`config.mk`:
```
export PLATFORM = sky130hd
export DESIGN_NAME = memory_stage
export DESIGN_NICKNAME = d
export VERILOG_FILES = /design/src/rtl/memory_stage_pkg.sv /design/src/rtl/memory_stage.sv
export SDC_FILE = /design/constraint.sdc
export NUM_CORES = 1
export LEC_CHECK = 0
export CAP_MARGIN = 25
export CORE_MARGIN = 5
export CORE_UTILIZATION = 28
export DETAILED_ROUTE_END_ITERATION = 8
export PLACE_DENSITY = 0.54
export RECOVER_POWER = 25
export SYNTH_ARGS = -nofsm -noshare
export SYNTH_HDL_FRONTEND = slang
export SYNTH_SLANG_ARGS = --single-unit
export TNS_END_PERCENT = 30
```
`constraint.sdc`:
```
create_clock -name es_clk -period 4.2 [get_ports es_clk]
set_input_delay 0.63 -clock es_clk [delete_from_list [all_inputs] [get_ports es_clk]]
set_output_delay 0.63 -clock es_clk [all_outputs]
set_load 0.02 [all_outputs]
```
`src/rtl/memory_stage_pkg.sv`:
```
// memory_stage_pkg
//   Shared constants for the MIPS MEM stage: opcode/funct widths, the
//   LOAD/STORE opcodes that select a data-memory access, and the MEM-stage
//   FSM state encoding.
package memory_stage_pkg;

   localparam int OPCODE_WIDTH = 6;
   localparam int FUNCT_WIDTH  = 6;

   // Word load/store opcodes (lw / sw)
   localparam logic [OPCODE_WIDTH-1:0] LOAD  = 6'b100011;
   localparam logic [OPCODE_WIDTH-1:0] STORE = 6'b101011;
   localparam logic [OPCODE_WIDTH-1:0] RTYPE = 6'b000000;

   typedef enum logic {
      MS_IDLE = 1'b0,
      MS_WAIT = 1'b1
   } ms_state_e;

   function automatic logic is_mem_op(input logic [OPCODE_WIDTH-1:0] op);
      return (op == LOAD) || (op == STORE);
   endfunction

endpackage

```
`src/rtl/memory_stage.sv`:
```
// memory_stage
//   MIPS pipeline MEM stage. Takes the execute stage's registered result
//   bus, performs aligned word loads/stores over a req/ack memory port and
//   forwards the result (plus load data) to writeback.
//
// Ports
//   es_clk / es_rst        clock, async active-low reset
//   ms_i_*  (pipeline)     ce, opcode, funct, alu_value (EA), zero, data_rt, rd_addr
//   ms_o_mem_* / ms_i_mem_* data-memory request/response port
//   ms_o_* (writeback)     data, alu_value, opcode, funct, rd_addr, zero, ce
//   ms_o_stall             hold execute while an access is outstanding
//   ms_o_err               one-cycle pulse: misaligned access or ack timeout
module memory_stage
   import memory_stage_pkg::*;
#(
   parameter int DWIDTH   = 32,
   parameter int MAX_WAIT = 16
) (
   input  logic                    es_clk,
   input  logic                    es_rst,
   input  logic                    ms_i_ce,
   input  logic [OPCODE_WIDTH-1:0] ms_i_opcode,
   input  logic [FUNCT_WIDTH-1:0]  ms_i_funct,
   input  logic [DWIDTH-1:0]       ms_i_alu_value,
   input  logic                    ms_i_zero,
   input  logic [DWIDTH-1:0]       ms_i_data_rt,
   input  logic [4:0]              ms_i_rd_addr,
   output logic                    ms_o_mem_req,
   output logic                    ms_o_mem_we,
   output logic [DWIDTH-1:0]       ms_o_mem_addr,
   output logic [DWIDTH-1:0]       ms_o_mem_wdata,
   input  logic                    ms_i_mem_ack,
   input  logic [DWIDTH-1:0]       ms_i_mem_rdata,
   output logic [DWIDTH-1:0]       ms_o_data,
   output logic [DWIDTH-1:0]       ms_o_alu_value,
   output logic [OPCODE_WIDTH-1:0] ms_o_opcode,
   output logic [FUNCT_WIDTH-1:0]  ms_o_funct,
   output logic [4:0]              ms_o_rd_addr,
   output logic                    ms_o_zero,
   output logic                    ms_o_ce,
   output logic                    ms_o_stall,
   output logic                    ms_o_err
);

   localparam int CW = $clog2(MAX_WAIT) + 1;
   localparam logic [CW-1:0] CNT_LAST = CW'(MAX_WAIT - 1);

   ms_state_e                r_state, w_state;
   logic [CW-1:0]            r_cnt, w_cnt;
   logic                     r_req, w_req;
   logic                     r_we, w_we;
   logic [DWIDTH-1:0]        r_addr, w_addr;
   logic [DWIDTH-1:0]        r_wdata, w_wdata;
   logic [DWIDTH-1:0]        r_data, w_data;
   logic [DWIDTH-1:0]        r_alu, w_alu;
   logic [OPCODE_WIDTH-1:0]  r_opcode, w_opcode;
   logic [FUNCT_WIDTH-1:0]   r_funct, w_funct;
   logic [4:0]               r_rd, w_rd;
   logic                     r_zero, w_zero;
   logic                     r_ce, w_ce;
   logic                     r_err, w_err;

   logic                     w_is_mem, w_is_store, w_misal;

   assign w_is_mem   = is_mem_op(ms_i_opcode);
   assign w_is_store = (ms_i_opcode == STORE);
   assign w_misal    = (ms_i_alu_value[1:0] != 2'b00);

   always_comb begin
      w_state  = r_state;
      w_cnt    = r_cnt;
      w_req    = r_req;
      w_we     = r_we;
      w_addr   = r_addr;
      w_wdata  = r_wdata;
      w_data   = r_data;
      w_alu    = r_alu;
      w_opcode = r_opcode;
      w_funct  = r_funct;
      w_rd     = r_rd;
      w_zero   = r_zero;
      w_ce     = 1'b0;
      w_err    = 1'b0;
      case (r_state)
         MS_IDLE: begin
            if (ms_i_ce) begin
               w_alu    = ms_i_alu_value;
               w_opcode = ms_i_opcode;
               w_funct  = ms_i_funct;
               w_rd     = ms_i_rd_addr;
               w_zero   = ms_i_zero;
               w_data   = '0;
               if (w_is_mem && w_misal) begin
                  w_err = 1'b1;           // no bus request on misalignment
               end else if (w_is_mem) begin
                  w_state = MS_WAIT;
                  w_req   = 1'b1;
                  w_we    = w_is_store;
                  w_addr  = ms_i_alu_value;
                  w_wdata = w_is_store ? ms_i_data_rt : '0;
                  w_cnt   = '0;
               end else begin
                  w_ce = 1'b1;
               end
            end else begin
               // bubble: clear result/data, keep control fields for writeback
               w_data = '0;
               w_alu  = '0;
            end
         end
         MS_WAIT: begin
            // pipeline inputs are ignored here; execute is stalled
            if (ms_i_mem_ack) begin        // ack wins over timeout
               w_state = MS_IDLE;
               w_req   = 1'b0;
               w_we    = 1'b0;
               w_addr  = '0;
               w_wdata = '0;
               w_ce    = 1'b1;
               w_data  = r_we ? '0 : ms_i_mem_rdata;
            end else if (r_cnt == CNT_LAST) begin
               w_state = MS_IDLE;
               w_req   = 1'b0;
               w_we    = 1'b0;
               w_addr  = '0;
               w_wdata = '0;
               w_err   = 1'b1;
               w_data  = '0;
            end else begin
               w_cnt = r_cnt + 1'b1;
            end
         end
         default: w_state = MS_IDLE;
      endcase
   end

   always_ff @(posedge es_clk or negedge es_rst) begin
      if (!es_rst) begin
         r_state  <= MS_IDLE;
         r_cnt    <= '0;
         r_req    <= 1'b0;
         r_we     <= 1'b0;
         r_addr   <= '0;
         r_wdata  <= '0;
         r_data   <= '0;
         r_alu    <= '0;
         r_opcode <= '0;
         r_funct  <= '0;
         r_rd     <= '0;
         r_zero   <= 1'b0;
         r_ce     <= 1'b0;
         r_err    <= 1'b0;
      end else begin
         r_state  <= w_state;
         r_cnt    <= w_cnt;
         r_req    <= w_req;
         r_we     <= w_we;
         r_addr   <= w_addr;
         r_wdata  <= w_wdata;
         r_data   <= w_data;
         r_alu    <= w_alu;
         r_opcode <= w_opcode;
         r_funct  <= w_funct;
         r_rd     <= w_rd;
         r_zero   <= w_zero;
         r_ce     <= w_ce;
         r_err    <= w_err;
      end
   end

   assign ms_o_stall     = (r_state == MS_WAIT);
   assign ms_o_mem_req   = r_req;
   assign ms_o_mem_we    = r_we;
   assign ms_o_mem_addr  = r_addr;
   assign ms_o_mem_wdata = r_wdata;
   assign ms_o_data      = r_data;
   assign ms_o_alu_value = r_alu;
   assign ms_o_opcode    = r_opcode;
   assign ms_o_funct     = r_funct;
   assign ms_o_rd_addr   = r_rd;
   assign ms_o_zero      = r_zero;
   assign ms_o_ce        = r_ce;
   assign ms_o_err       = r_err;

endmodule

```
==> flow_metrics.py <==
metrics = {
    "outcome": {
        "outcome": "finished, final reports clean",
    },
    "drt": {
        "vias_per_cell": 4.970,
        "ant_nets": 0,
        "drc": 0,
        "drt_wl_total_um": 18870,
        "wl_per_cell_um": 20.01,
        "drtIter0Drc": 238,
        "drtPass1Iterations": 4,
        "vias": 4687,
    },
    "layout": {
        "final_layout_size_suffix_gt1_share_pct": 9.955,
        "nNetsFinal": 780,
        "regArea_mm2": 0.003904,
        "n_fill_cell": 1850,
        "multiInputGateArea_mm2": 0.001719,
        "diodes": 0,
        "fin_util_pct": 46.23,
        "syn_to_final_growth_pct": 61.97,
    },
    "global_route": {
        "grt_busiest_layer": "met2",
        "grt_pass1_vias": 5037,
        "grt_max_degree": 107,
        "use_met2_pct": 25.56,
        "met1_usage_pct": 19.35,
        "overflow": 0,
        "met3_usage_pct": 5.003,
        "grt_first_pass_wirelength_um": 29610,
        "antenna_found_initial": 0,
        "grt.total_usage_pct": 15.67,
    },
    "sta": {
        "maxSlewViolCount": 0,
        "timing.fmax_ghz": 0.3365,
        "setup_tns_ns": 0,
        "hold_viol": 0,
        "hold_ws_ns": 0.4942,
        "rsz0062_at_grt": "false",
        "fin_crit_sh_pct": 70.75,
        "setup_slack_ns": 1.229,
        "period_needed_ns": 2.971,
        "fin_skew_ns": 0.008012,
        "maxSlewHeadroom_pct": 22.83,
        "tightest_slew_ns": 1.155,
        "setup_viol": 0,
    },
    "place": {
        "pre_cts_slack_ns": 1.071,
        "io_buffers": 268,
        "dpl.hpwl_um": 13390,
        "routabilityCongestion": 0.7698,
    },
    "synth": {
        "synth_cell_type_count": 31,
        "ys.flop_type": "dfrtp_1",
        "synth.most_common_cell": "dfrtp_1",
        "synth_cells": 401,
        "synth_commonest_cells": "dfrtp_1, a32o_1, a22o_1",
        "synth_nets": 521,
        "synth_area_leader_cell": "dfrtp_1",
        "async_reset_ff_share_pct": 100.0,
        "synth_area_mm2": 0.005813,
        "synth_edf_count": 0,
        "seq_area_frac_synth_pct": 67.15,
        "synth_area_leaders": "dfrtp_1, a32o_1, a22o_1",
        "ys_seq_elements": 156,
        "syn-mean-instance-area_um2": 14.50,
        "netlist.area_leader.share_pct": 67.15,
        "yosys_warnings": 0,
    },
    "clock_tree": {
        "clk_pin_slew_ns": 0.06,
        "cts_setup_buffers": 0,
        "ctsHoldBuffers": 0,
        "numCtsBuffers": 17,
        "cts_root_buffer": "clkbuf_16",
        "cts_num_sinks": 156,
        "clock_latency_ns": 0.41,
        "cts_resized": 0,
        "h-tree-depth": 4,
        "clockBufferDepth": 2,
        "cts_tree": "yes",
    },
    "die": {
        "core-area_mm2": 0.02036,
        "die_y_um": 154.1,
        "die_w_um": 154.1,
        "die_area_mm2": 0.02374,
        "start_util_pct": 28.55,
        "pin_count": 269,
        "rows": 52,
    },
    "critical_path": {
        "timing.rr.start": "r_cnt[0]",
        "crit_fanout": 37,
        "rrSetupSlack_ns": 1.35,
        "end_kind": "output pin",
        "r2r_end": "ms_o_mem_addr[7]",
        "path_class": "reg -> out",
        "start_kind": "flop",
        "crit_path_start": "ms_o_stall",
        "critPathRequiredTime_ns": 3.57,
        "arrival_ns": 2.34,
        "reg2regPathDepth": 7,
    },
    "power": {
        "ir_drop_v": 0.0002566,
        "leakage_nw": 4.024,
        "p_per_area_mw_per_mm2": 402.5,
        "power.total_w": 0.003790,
    },
    "min_path": {
        "hold_class": "reg -> reg",
        "hold_depth": 2,
        "hold-path-endpoint": "ms_o_alu_value[7]",
        "min-delay-start": "ms_o_alu_value[7]",
    },
    "run": {
        "drv_cap": 0,
    },
}
-- layout make-up --
class | count | share of cell area (%)
clock buffer | 21 | 4.890
clock inverter | 11 | 1.927
inverter | 1 | 0.03987
multi-input combinational | 204 | 18.26
sequential | 156 | 41.46
tap | 270 | 3.588
timing repair buffer | 280 | 29.83
-- flip-flops by register name (all words and copies together) (netlist names), 5 cells and up --
register / count
ms_o_funct: 6
ms_o_opcode: 6
ms_o_alu_value: 32
r_cnt: 5
ms_o_data: 32
ms_o_mem_addr: 32
ms_o_rd_addr: 5
ms_o_mem_wdata: 32
-- placed cells by master (no fill, tap or decap), types with 2 or more instances in the layout --
cell type / Yosys / final
clkdlybuf4s50_1: 0 / 267
dfrtp_1: 156 / 156
a32o_1: 62 / 62
a22o_1: 56 / 56
nand2_1: 24 / 24
mux2_2: 18 / 18
clkbuf_16: 0 / 17
o21ai_0: 15 / 15
buf_4: 4 / 8
bufinv_16: 0 / 4
and3_1: 4 / 3
clkbuf_1: 14 / 3
nor3b_1: 2 / 2
nor2b_1: 2 / 2
nand2b_1: 2 / 2
a31o_2: 2 / 2
ha_1: 2 / 2
clkinvlp_4: 0 / 2
inv_6: 0 / 2
clkinv_4: 0 / 2
clkbuf_8: 0 / 2
-- worst max-delay path by stage --
stage,endpoint,slack (ns)
6_report,ms_o_stall,1.23
5_1_grt,ms_o_stall,1.10
4_1_cts,ms_o_mem_addr[6],1.34
3_5_place_dp,ms_o_mem_wdata[12],1.07
3_3_place_gp,ms_o_mem_wdata[6],1.18
2_1_floorplan,ms_o_mem_addr[10],2.12
-- power by group --
group          total (W)  internal, W  switching [W]
Clock            0.00166      0.00104       0.000620
Combinational   0.000507     0.000282       0.000225
Sequential       0.00162      0.00158      0.0000453
Total            0.00379      0.00290       0.000891
-- stage by stage --
step	instances	cell area, um2
4_1_cts	941	9394
2_1_floorplan	401	5813
6_report	943	9415
3_3_place_gp	908	8737
3_5_place_dp	909	8752
5_1_grt	943	9415
-- critical path, cell delays in order (launching register included) --
cell             delay [ns]
dfrtp_1                0.77
buf_4                  0.46
clkdlybuf4s50_1        0.68
-- metal layers --
layer / part of all wire (%) / up-vias
li1: - / 2073
met4: 2.3 / 0
met3: 7.4 / 24
met1: 41 / 2420
met5: 0 / -
met2: 50 / 170
-- cell families after synthesis --
group                    count (synthesis)  synth area share [%]
AO/OA/AOI/OAI                          137                 20.90
adder cells (fa/ha/maj)                  2                0.4304
buffers and inverters                   41                 3.594
flip-flops                             156                 67.15
multiplexers                            18                 3.487
AND/OR/NAND/NOR                         47                 4.434
No activity file was read; power rests on OpenSTA's default activity.
